### src/rtl/updown_preload_counter.sv
// Up/down counter with synchronous parallel preload and count enable.
// Arithmetic wraps modulo 2^WIDTH; count is taken straight from the state register.
module updown_preload_counter #(
  parameter int unsigned           WIDTH       = 8,
  parameter logic [WIDTH-1:0]      RESET_VALUE = '0
) (
  input  logic             clk,
  input  logic             resetn,
  input  logic             up_down,
  input  logic             preload,
  input  logic [WIDTH-1:0] data,
  input  logic             enable,
  output logic [WIDTH-1:0] count
);

  logic [WIDTH-1:0] count_q;
  logic [WIDTH-1:0] count_d;

  // Next value: preload beats counting; counting only when enabled.
  always_comb begin
    count_d = count_q;
    if (preload) begin
      count_d = data;
    end else if (enable) begin
      if (up_down) begin
        count_d = count_q + WIDTH'(1);
      end else begin
        count_d = count_q - WIDTH'(1);
      end
    end
  end

  always_ff @(posedge clk or negedge resetn) begin
    if (!resetn) begin
      count_q <= RESET_VALUE;
    end else begin
      count_q <= count_d;
    end
  end

  assign count = count_q;

endmodule

### config.mk
export PLATFORM = sky130hd
export DESIGN_NAME = updown_preload_counter
export DESIGN_NICKNAME = d
export VERILOG_FILES = /design/src/rtl/updown_preload_counter.sv
export SDC_FILE = /design/constraint.sdc
export NUM_CORES = 1
export LEC_CHECK = 0
export ABC_CLOCK_PERIOD_IN_PS = 2300
export BUFFER_PORTS_ARGS = -buffer_cell sky130_fd_sc_hd__clkbuf_2
export CAP_MARGIN = 40
export CORE_MARGIN = 2
export CORE_UTILIZATION = 48
export CTS_BUF_LIST = sky130_fd_sc_hd__clkbuf_4 sky130_fd_sc_hd__clkbuf_8 sky130_fd_sc_hd__clkbuf_16
export DETAILED_ROUTE_END_ITERATION = 8
export PLACE_DENSITY_LB_ADDON = 0.3
export SYNTH_ARGS = -nofsm -noshare
export SYNTH_HDL_FRONTEND = slang
export SYNTH_SLANG_ARGS = --single-unit
### constraint.sdc
create_clock -name clk -period 2.3 [get_ports clk]
set_input_delay 0.46 -clock clk [delete_from_list [all_inputs] [get_ports clk]]
set_output_delay 0.46 -clock clk [all_outputs]
set_load 0.1 [all_outputs]
==> impl_metrics.toml <==
[global_route]
grt_pass1_vias = 556
grt_pass1_wl_um = 2340
track_usage_pct = 21.8
busiest_layer = "met2"
grtUsageMet3_pct = 4.89
grtUsageMet1_pct = 28.9
use_met2_pct = 31.3
overflow = 0
grt_max_degree = 19
antenna_found_initial = 0

[logic_synthesis]
ys_top_cells_by_area = "dfrtp_1 30%, ha_1 11%, o21ai_0 5.3%"
yosys_warnings = 0
seq_area_frac_synth_pct = 30.0
synthCells = 75
ys_seq_elements = 8
synth_fp_nets = 95
synthDistinctLibCells = 30
synth_top_area_share_pct = 30.0
avgSynthCellArea_um2 = 8.89
netlist_area_um2 = 667
yosysTopAreaCell = "dfrtp_1"

[clock_network]
cts-htree-levels = 1
clkTransAtPathRegs_ns = 0.07
cts_tree = "built"
cts_hold_buf = 0
ctsResizeCount = 0
clockBufferDepth = 2
numCtsBuffers = 3
clock-sinks = 8
postCtsSetupRepairBufs = 0
clk_latency_ns = 0.26
ctsRootBufferMaster = "clkbuf_4"

[detailed_routing]
wl_per_cell_um = 13.0
route.detailed.drc = 0
vias = 659
via_per_inst = 5.68
ant_nets = 0
drtPass1Iterations = 4
wl_um = 1510
dr.first_iter.drc_count = 12

[sta]
max-slew-margin-rel_pct = 64.2
hold_viol = 0
slew_violations = 0
rsz0062_at_grt = "false"
fin_worst_skew_ns = 0.00883
period_minus_slack_ns = 2.03
timing.hold.ws_ns = 0.0319
worst_pin_slew_ns = 0.539
fin_crit_sh_pct = 88.5
final.setup.tns_ns = 0
setup_viol = 0
fmax_mhz = 491

[die]
num_rows = 13
coreArea_um2 = 1300
dieHeight_um = 41.3
die_area_um2 = 1700
ios = 21
start_util_pct = 51.3
die_w_um = 41.3

[flow_run]
max-cap-violations = 0

[finish]
layout.nets = 122
fill_cells = 120
drive_gt1_share_pct = 36.6
syn_to_final_growth_pct = 27.4
seq_area_um2 = 208
largest_register_ffs = 8
multi_input_area_um2 = 448
fin_area_um2 = 850
antennaDiodeCount = 0
final_cells = 116

[setup_path]
end_kind = "flip-flop"
startpoint_type = "input port"
r2r_cells = 6
r2r_setup_slack_ns = 0.30
r2r-end = "count[7]$_DFFE_PN0P_"
cp.arrival_ns = 2.18
r2r_start = "count[1]$_DFFE_PN0P_"
required_ns = 2.44
worst-path-max-fanout = 7
crit_type = "in -> reg"

[power_and_ir_drop]
p_leak_nw = 0.416
power_density_nw_per_um2 = 863
p_total_uw = 733
ir_worst_vdd_uv = 477

[run_status]
outcome = "complete, no violations"

[placement]
post-dp-hpwl_um = 1160
port-buffer-count = 20
gp_congestion = 0.873
placed_cells = 112
postPlaceCellArea_um2 = 820

[min_path]
hold_class = "in -> async"
[worst max-delay path: stages]
cell and delay (ns):
clkbuf_2 0.09, inv_1 0.22, ha_1 0.30, buf_4 0.15
a211oi_1 0.33, o21bai_1 0.12, a21oi_1 0.21, nor4b_1 0.07
a211o_1 0.23
[logic make-up after synthesis]
group / synth area share (%)
AOI/OAI and AO/OA: 25.5
xor gates and xnor gates: 3.94
adders and majority gates: 14.3
buffers and inverters: 2.81
DFF: 30.0
muxes: 4.69
and+or+nand+nor: 18.8
[through the flow]
stage / setup WS [ns] / utilization, %
after floorplan: 0.0775 / -
after global placement: 0.0487 / 63.0
after detailed placement: -0.0200 / 63.0
after CTS: 0.259 / 65.3
after global routing: 0.127 / 65.3
final: 0.265 / 65.3
[cell usage after synthesis, drive strengths merged]
| cell type | n |
|---|---|
| nand2 | 9 |
| dfrtp | 8 |
| o21ai | 8 |
| a21oi | 6 |
| ha | 6 |
| a211oi | 3 |
| a21o | 3 |
| clkbuf | 3 |
| xnor2 | 3 |
| inv | 2 |
| mux2i | 2 |
| nand4b | 2 |
| nor2 | 2 |
| nor4b | 2 |
| o21bai | 2 |
| a211o | 1 |
| a22o | 1 |
| and3b | 1 |
| and4 | 1 |
| fa | 1 |
| mux2 | 1 |
| nand3 | 1 |
| nor2b | 1 |
| nor3 | 1 |
| nor4 | 1 |
| o22ai | 1 |
| o31a | 1 |
| o31ai | 1 |
| or3 | 1 |
[per-layer routing]
layer  vias up  part of all wire, %
met3         4                  5.0
met4         0                  2.9
met1       298                   47
met2        18                   45
met5         -                    0
li1        339                    -
[where the power goes]
part / switching, mW / internal (mW) / total (mW)
registers: 0.0218 / 0.166 / 0.188
logic: 0.284 / 0.125 / 0.408
clock network: 0.0582 / 0.0787 / 0.137
total: 0.364 / 0.370 / 0.733
[cell usage in the layout, fill, tap and decap left out, drive strengths merged, types with 2 or more instances in the layout]
master / synthesis / final
o21ai: 8 / 8
nand2: 9 / 9
a21oi: 6 / 6
o21bai: 2 / 2
nor4b: 2 / 2
buf: 0 / 5
nand4b: 2 / 2
nor2: 2 / 2
dfrtp: 8 / 8
clkbuf: 3 / 24
xnor2: 3 / 3
mux2i: 2 / 2
a21o: 3 / 3
a211oi: 3 / 3
ha: 6 / 6
inv: 2 / 2
[cell type report]
| type | instances | area share, % |
|---|---|---|
| clock buffers | 4 | 3.53 |
| well taps | 15 | 2.21 |
| repair buffers | 25 | 16.2 |
| multi-input cells | 62 | 52.7 |
| flip-flops and latches | 8 | 24.4 |
| inverters | 2 | 0.884 |
[how the worst max path moves through the flow]
stage               cells past startpoint  slack (ns)                    to            startpoint
floorplan                               6        0.08  count[7]$_DFFE_PN0P_  count[2]$_DFFE_PN0P_
global placement                        9        0.05  count[6]$_DFFE_PN0P_               up_down
CTS                                     8        0.26  count[7]$_DFFE_PN0P_               up_down
detailed placement                      8       -0.02  count[7]$_DFFE_PN0P_               up_down
global route                            9        0.13  count[6]$_DFFE_PN0P_               up_down
finish                                  9        0.27  count[6]$_DFFE_PN0P_               up_down
No activity file was read; power rests on OpenSTA's default activity.
